[src/rtl/idle_gate_pkg.sv]
// idle_gate_pkg: shared state encoding, idle modes and sizing helper for the idle gate controller
package idle_gate_pkg;
  localparam int STATE_W = 3;
  typedef enum logic [STATE_W-1:0] {
    ACTIVE = 3'd0,
    COUNT  = 3'd1,
    DRAIN  = 3'd2,
    SLEEP  = 3'd3,
    WAKE   = 3'd4
  } state_t;
  localparam logic [1:0] MODE_NEVER = 2'b00;
  localparam logic [1:0] MODE_TIMED = 2'b01;
  localparam logic [1:0] MODE_IMMED = 2'b10;
  localparam logic [1:0] MODE_CMD   = 2'b11;
  function automatic int max3(input int a, input int b, input int c);
    return (a > b) ? ((a > c) ? a : c) : ((b > c) ? b : c);
  endfunction
endpackage

[src/rtl/idle_gate_ctrl_if.sv]
// idle_gate_ctrl_if: activity/command inputs and gating status outputs of the idle gate controller
interface idle_gate_ctrl_if #(
  parameter int N_REQ = 7,
  parameter int N_CH  = 4,
  parameter int CNT_W = 8
);
  logic                              en;
  logic [N_REQ-1:0]                  req;
  logic [1:0]                        mode;
  logic                              sleep_cmd;
  logic                              force_wake;
  logic [N_CH-1:0]                   gate_en;
  logic                              sleeping;
  logic                              wake_ack;
  logic [idle_gate_pkg::STATE_W-1:0] state_o;
  logic [CNT_W-1:0]                  sleep_cnt;
  modport master (
    output en, req, mode, sleep_cmd, force_wake,
    input  gate_en, sleeping, wake_ack, state_o, sleep_cnt
  );
  modport slave (
    input  en, req, mode, sleep_cmd, force_wake,
    output gate_en, sleeping, wake_ack, state_o, sleep_cnt
  );
endinterface

[src/rtl/idle_gate_timer.sv]
// idle_gate_timer: loadable up-counter with clear, increment and terminal compare
module idle_gate_timer #(
  parameter int W = 4
) (
  input  logic         clk,
  input  logic         rst,
  input  logic         clr,
  input  logic         ld,
  input  logic         inc,
  input  logic [W-1:0] ld_val,
  input  logic [W-1:0] term,
  output logic         hit
);
  logic [W-1:0] cnt;
  always_ff @(posedge clk)
    cnt <= (rst || clr) ? '0 : ld ? ld_val : inc ? cnt + 1'b1 : cnt;
  assign hit = cnt == term;
endmodule

[src/rtl/idle_gate_ctrl.sv]
// idle_gate_ctrl: activity monitor sequencing ACTIVE->COUNT->DRAIN->SLEEP->WAKE and driving channel gates
module idle_gate_ctrl
  import idle_gate_pkg::*;
#(
  parameter int              N_REQ     = 7,
  parameter int              N_CH      = 4,
  parameter int              IDLE_CYC  = 16,
  parameter int              DRAIN_CYC = 4,
  parameter int              WAKE_CYC  = 8,
  parameter logic [N_CH-1:0] ALWAYS_ON = '0,
  parameter int              CNT_W     = 8
) (
  input logic             clk,
  input logic             rst,
  idle_gate_ctrl_if.slave bus
);
  localparam int TW = $clog2(max3(IDLE_CYC, DRAIN_CYC, WAKE_CYC) + 1);
  state_t          state, nxt;
  logic [TW-1:0]   term;
  logic            idle, hit, t_clr, t_ld, t_inc;
  logic [N_CH-1:0] gate_en;
  logic            sleeping, wake_ack;
  logic [CNT_W-1:0] cnt;
  assign idle = bus.en & ~|bus.req;
  always_comb begin
    nxt = ACTIVE;
    case (state)
      ACTIVE: nxt = (bus.force_wake || !idle || bus.mode == MODE_NEVER) ? ACTIVE :
                    (bus.mode == MODE_TIMED) ? ((IDLE_CYC == 1) ? DRAIN : COUNT) :
                    (bus.mode == MODE_IMMED || (bus.mode == MODE_CMD && bus.sleep_cmd)) ? DRAIN : ACTIVE;
      COUNT:  nxt = (!idle || bus.force_wake || bus.mode != MODE_TIMED) ? ACTIVE : hit ? DRAIN : COUNT;
      DRAIN:  nxt = (!idle || bus.force_wake) ? ACTIVE : hit ? SLEEP : DRAIN;
      SLEEP:  nxt = (|bus.req || bus.force_wake || !bus.en) ? WAKE : SLEEP;
      WAKE:   nxt = hit ? ACTIVE : WAKE;
      default: nxt = ACTIVE;
    endcase
  end
  // One timer serves every timed phase; COUNT starts at 1 since the ACTIVE cycle already counted.
  assign term  = (state == COUNT) ? TW'(IDLE_CYC - 1) : (state == DRAIN) ? TW'(DRAIN_CYC - 1) : TW'(WAKE_CYC - 1);
  assign t_inc = nxt == state && (state == COUNT || state == DRAIN || state == WAKE);
  assign t_ld  = state == ACTIVE && nxt == COUNT;
  assign t_clr = !(t_inc || t_ld);
  idle_gate_timer #(.W(TW)) u_timer (
    .clk    (clk),
    .rst    (rst),
    .clr    (t_clr),
    .ld     (t_ld),
    .inc    (t_inc),
    .ld_val (TW'(1)),
    .term   (term),
    .hit    (hit)
  );
  always_ff @(posedge clk) begin
    if (rst) begin
      state    <= ACTIVE;
      gate_en  <= '1;
      sleeping <= 1'b0;
      wake_ack <= 1'b0;
      cnt      <= '0;
    end else begin
      state    <= nxt;
      gate_en  <= (nxt == SLEEP) ? ALWAYS_ON : '1;
      sleeping <= nxt == SLEEP;
      wake_ack <= state == WAKE && nxt == ACTIVE;
      if (state == DRAIN && nxt == SLEEP && !(&cnt))
        cnt <= cnt + 1'b1;
    end
  end
  assign bus.state_o   = state;
  assign bus.gate_en   = gate_en;
  assign bus.sleeping  = sleeping;
  assign bus.wake_ack  = wake_ack;
  assign bus.sleep_cnt = cnt;
endmodule

[src/flat_wrapper.sv]
// flat-port wrapper written by rule: the top's interface ports become plain ports
module idle_gate_ctrl_flat import idle_gate_pkg::*;
#(
  parameter int              N_REQ     = 7,
  parameter int              N_CH      = 4,
  parameter int              IDLE_CYC  = 16,
  parameter int              DRAIN_CYC = 4,
  parameter int              WAKE_CYC  = 8,
  parameter logic [N_CH-1:0] ALWAYS_ON = '0,
  parameter int              CNT_W     = 8
)
  (clk, rst, bus_en, bus_req, bus_mode, bus_sleep_cmd, bus_force_wake, bus_gate_en, bus_sleeping, bus_wake_ack, bus_state_o, bus_sleep_cnt);
  idle_gate_ctrl_if #(.N_REQ(N_REQ), .N_CH(N_CH), .CNT_W(CNT_W)) bus_i ();
  input logic clk;
  input logic rst;
  input wire logic [$bits(bus_i.en)-1:0] bus_en;
  input wire logic [$bits(bus_i.req)-1:0] bus_req;
  input wire logic [$bits(bus_i.mode)-1:0] bus_mode;
  input wire logic [$bits(bus_i.sleep_cmd)-1:0] bus_sleep_cmd;
  input wire logic [$bits(bus_i.force_wake)-1:0] bus_force_wake;
  output wire logic [$bits(bus_i.gate_en)-1:0] bus_gate_en;
  output wire logic [$bits(bus_i.sleeping)-1:0] bus_sleeping;
  output wire logic [$bits(bus_i.wake_ack)-1:0] bus_wake_ack;
  output wire logic [$bits(bus_i.state_o)-1:0] bus_state_o;
  output wire logic [$bits(bus_i.sleep_cnt)-1:0] bus_sleep_cnt;
  assign bus_i.en = bus_en;
  assign bus_i.req = bus_req;
  assign bus_i.mode = bus_mode;
  assign bus_i.sleep_cmd = bus_sleep_cmd;
  assign bus_i.force_wake = bus_force_wake;
  assign bus_gate_en = bus_i.gate_en;
  assign bus_sleeping = bus_i.sleeping;
  assign bus_wake_ack = bus_i.wake_ack;
  assign bus_state_o = bus_i.state_o;
  assign bus_sleep_cnt = bus_i.sleep_cnt;
  idle_gate_ctrl #(.N_REQ(N_REQ), .N_CH(N_CH), .IDLE_CYC(IDLE_CYC), .DRAIN_CYC(DRAIN_CYC), .WAKE_CYC(WAKE_CYC), .ALWAYS_ON(ALWAYS_ON), .CNT_W(CNT_W)) u_core (.clk(clk), .rst(rst), .bus(bus_i));
endmodule
[config.mk]
export PLATFORM = sky130hd
export DESIGN_NAME = idle_gate_ctrl_flat
export DESIGN_NICKNAME = d
export VERILOG_FILES = /design/src/rtl/idle_gate_pkg.sv /design/src/rtl/idle_gate_ctrl_if.sv /design/src/rtl/idle_gate_timer.sv /design/src/rtl/idle_gate_ctrl.sv /design/src/flat_wrapper.sv
export SDC_FILE = /design/constraint.sdc
export NUM_CORES = 1
export LEC_CHECK = 0
export CELL_PAD_IN_SITES_DETAIL_PLACEMENT = 0
export CELL_PAD_IN_SITES_GLOBAL_PLACEMENT = 1
export CORE_MARGIN = 2
export CORE_UTILIZATION = 39
export CTS_BUF_LIST = sky130_fd_sc_hd__clkbuf_8
export DETAILED_ROUTE_END_ITERATION = 6
export GPL_ROUTABILITY_DRIVEN = 1
export PLACE_DENSITY_LB_ADDON = 0.1
export REMOVE_ABC_BUFFERS = 1
export SETUP_SLACK_MARGIN = 0.15
export SLEW_MARGIN = 20
export SYNTH_ARGS = -nofsm -noshare
export SYNTH_HDL_FRONTEND = slang
export SYNTH_SLANG_ARGS = --single-unit
[constraint.sdc]
create_clock -name clk -period 4 [get_ports clk]
set_input_delay 0.6 -clock clk [delete_from_list [all_inputs] [get_ports clk]]
set_output_delay 0.6 -clock clk [all_outputs]
set_load 0.01 [all_outputs]
==> implementation parameters <==
Parameter                              Value

Status
  Status ... completed

Final layout
  Filler Cell Count ... 282
  Count of antenna diodes in the layout ... 0
  Multi-input combinational cell area ... 637 sq um
  Share of cells above drive strength 1 ... 14.7%
  Net count reported at finish ... 153
  Most common cell after layout, fill and taps aside ... clkdlybuf4s50_1
  Most used cells in the layout excluding fill and tap cells ... clkdlybuf4s50_1 (30), dfxtp_1 (19), nor2_1 (17)
  Final standard cell area without fillers ... 1420 sq um
  Seq. cell area ... 380 sq um
  Area overhead of the layout relative to synthesis ... 32.3%
  Non-filler instance count after layout ... 167
  Final standard cell utilization of the core ... 52.9%

Setup path
  Worst setup EP type ... flip-flop
  Worst reg2reg path depth ... 6
  Start of the worst register-to-register path ... u_core.u_timer.cnt[0]
  Delay of the slowest cell on the worst path ... 0.44 ns
  Type of the worst setup path ... in -> reg
  Cell with the largest stage delay on the worst path ... clkdlybuf4s50_1
  Critical Path, Cell by Cell ... clkdlybuf4s50_1 > nor4b_4 > nand4_2 > a211oi_4 > nand4_1 > mux2_1
  Reg2reg end ... u_core.bus.sleep_cnt[4]
  Category of the worst setup path launch point ... primary input
  End point of the critical path ... u_core.bus.sleep_cnt[4]
  Req. time, crit path ... 4.14 ns
  Maximum fanout along the worst path ... 5
  Critical path origin ... bus_force_wake
  Critical path arrival ... 2.47 ns
  Worst setup slack for register-to-register paths ... 2.01 ns

STA
  Clk_skew ... 0.00343 ns
  Worst slew pin tran ... 0.552 ns
  Max Transition Viols Final ... 0
  Clock period minus worst slack ... 2.33 ns
  Post-route clock period utilization ... 58.2%
  Finish-stage setup viols ... 0
  Summed negative setup slack over all endpoints ... 0 ns
  Top achievable clock speed ... 430 MHz
  Final setup margin ... 1.67 ns
  Hold Vio Cnt, Final ... 0
  Relative max-transition margin ... 63.1%
  RSZ-0062 raised after global routing ... no

Synthesis
  Synthesized instance count ... 107
  Warnings from Yosys ... 0
  Mapped Area ... 1070 sq um
  Post-synthesis register bit count ... 19
  Share of the yosys chip area belonging to registers ... 35.4%
  Post-synthesis cell type count ... 40
  Synthesized area divided by synthesized cell count ... 10.0 sq um

Clock network
  Number of clock sinks seen by CTS ... 19
  Hold-fix buffers at CTS ... 0
  Clock latency of the later-clocked register in the worst-skew pair ... 0.25 ns
  Total clock buffers created by CTS ... 3
  Number of levels the H-tree was split into ... 1
  CTS-repair resized insts ... 0
  Post-CTS setup buffers ... 0
  CTS tree ... done
  Root buf cell ... clkbuf_8
  Clock buffer depth ... 2
  Clock-pin slew on the worst setup and hold paths ... 0.07 ns

Power and ir drop
  Total power divided by cell area ... 243 nW/um^2
  Clock network fraction of total power ... 37.7%
  Cell-internal power ... 274 uW
  Portion of total power attributed to sequential cells ... 54.8%
  Peak VDD IR ... 0.000203 V
  Switching part of the total ... 20.7%
  Sw power ... 71.5 uW
  Proportion of power drawn by combinational gates ... 7.5%
  Leakage power summed over all cells ... 0.000501 uW

Flow run
  Max-Cap Viols ... 0

Route
  Pre-antenna DRT Iters ... 2
  Total detailed-routing wirelength ... 2190 um
  Average vias per placed instance ... 5.25
  Residual DRC ... 0
  Total via count after detailed routing ... 877
  Detail Route Antenna Nets ... 0
  Detail-routed net length per standard cell ... 13.1 um
  Initial drt markers ... 8

GRT
  Overall Global Routing Usage ... 15.9%
  Initial antenna violation count ... 0
  Largest net degree at the start of global routing ... 18
  Via count of the first global-routing pass ... 895
  Overflow after GRT ... 0
  Global-route wire length before repair ... 4030 um

Floorplanning
  Number of top-level pins ... 31
  Horizontal extent of the die ... 56.5 um
  Die span in y ... 56.5 um
  Placeable Area ... 2690 sq um
  Total Die Area ... 3190 sq um
  Std-Cell Rows ... 19
  Initial core utilization ... 40.0%

Placed design
  Placed Cells ... 163
  RePlAce Congestion ... 0.715
  Estimated wirelength of the detail-placed design ... 1730 um
  Post-place setup slack ... 1.38 ns
  Instance area at placement ... 1380 sq um
  Number of port buffers ... 30

Worst hold path
  Min-delay worst type ... reg -> reg
==> kinds of logic (layout without fill, tap and decap cells) <==
| group | Yosys count | count (layout) | synth area share (%) |
|---|---|---|---|
| mux | 2 | 2 | 1.98 |
| xor+xnor | 6 | 6 | 4.90 |
| fa+ha+maj | 2 | 2 | 2.33 |
| compound gates | 18 | 18 | 17.4 |
| simple gates | 50 | 50 | 32.8 |
| flops | 19 | 19 | 35.4 |
| buf+inv | 10 | 39 | 5.24 |
==> state kept, by name (all words and copies together), names as in the netlist <==
name / cells
u_core.bus.sleep_cnt: 8
u_core.bus.state_o: 3
u_core.bus.gate_en: 1
u_core.u_timer.cnt: 5
u_core.bus.sleeping: 1
u_core.bus.wake_ack: 1
==> cell usage after synthesis <==
library cell,n,area [sq um]
xor2_1,1,8.76
a211oi_4,1,20.0
nand3_2,1,10.0
nor3_2,1,10.0
o21ai_2,1,8.76
a2bb2oi_1,1,8.76
a31o_1,4,35.0
a31oi_1,3,18.8
o31ai_4,1,21.3
nand4_2,1,12.5
and3_1,1,6.26
or3_4,1,11.3
ha_1,2,25.0
inv_1,5,18.8
dfxtp_1,19,380
a2111oi_4,1,27.5
mux2i_1,1,10.0
and2b_2,2,17.5
and4_1,1,8.76
nand3_1,4,20.0
or3_1,1,6.26
nor3b_2,1,12.5
o21ba_2,1,10.0
nand4_1,4,25.0
or3b_1,1,8.76
mux2_1,1,11.3
o221a_1,1,11.3
nor2b_1,1,6.26
buf_4,3,22.5
clkbuf_1,1,3.75
a21oi_1,3,15.0
nor2_1,17,63.8
nor4b_4,3,71.3
and2_2,2,15.0
xnor2_1,5,43.8
buf_6,1,11.3
a2111oi_1,1,10.0
nor3_1,3,15.0
nand2b_1,3,18.8
or2_1,2,12.5
==> how the worst min path moves through the flow <==
stage | start | endpoint | cells past startpoint
detailed placement | u_core.bus.sleep_cnt[6] | u_core.bus.sleep_cnt[6] | 2
global placement | u_core.bus.sleep_cnt[6] | u_core.bus.sleep_cnt[6] | 2
CTS | u_core.bus.sleep_cnt[6] | u_core.bus.sleep_cnt[6] | 2
finish | u_core.bus.sleep_cnt[6] | u_core.bus.sleep_cnt[6] | 2
global route | u_core.u_timer.cnt[0] | u_core.u_timer.cnt[0] | 2
floorplan | u_core.u_timer.cnt[1] | u_core.u_timer.cnt[3] | 3
==> power by group through the flow <==
| stage | Sequential [uW] | Combinational, uW | Clock (uW) |
|---|---|---|---|
| floorplan | 193 | 8.46 | 0 |
| global route | 189 | 27.8 | 146 |
| CTS | 189 | 26.3 | 133 |
| detailed placement | 193 | 26.1 | 0 |
| finish | 189 | 25.9 | 130 |
| global placement | 193 | 25.9 | 0 |
==> through the flow <==
| stage | hold WS [ns] | power (uW) |
|---|---|---|
| after detailed placement | 0.531 | 220 |
| final | 0.551 | 345 |
| after global routing | 0.624 | 363 |
| after CTS | 0.558 | 348 |
| after floorplan | 0.529 | 202 |
| after global placement | 0.531 | 219 |
==> critical path: cells and delay by family <==
family / cells / cell delay [ns]
AOI/OAI and AO/OA: 1 / 0.34
muxes: 1 / 0.32
buffers and inverters: 1 / 0.44
and+or+nand+nor: 3 / 0.76
==> final cells by class <==
cell class	instances	share of cell area, %
Multi-Input combinational cell	78	44.8
Clock inverter	1	0.264
Timing Repair Buffer	30	21.1
Tap cell	31	2.73
Clock buffer	3	2.91
Inverter	5	1.32
Sequential cell	19	26.8
==> per-layer routing <==
layer,global-route usage (%),part of all wire [%],up-vias,wire length (um)
met1,19.2,45,418,986
met2,26.2,50,15,1090
met3,4.15,3.5,5,76
met5,0,0,-,0
li1,-,-,439,-
met4,7.14,1.8,0,40
Power figures use the tool's default switching activity.
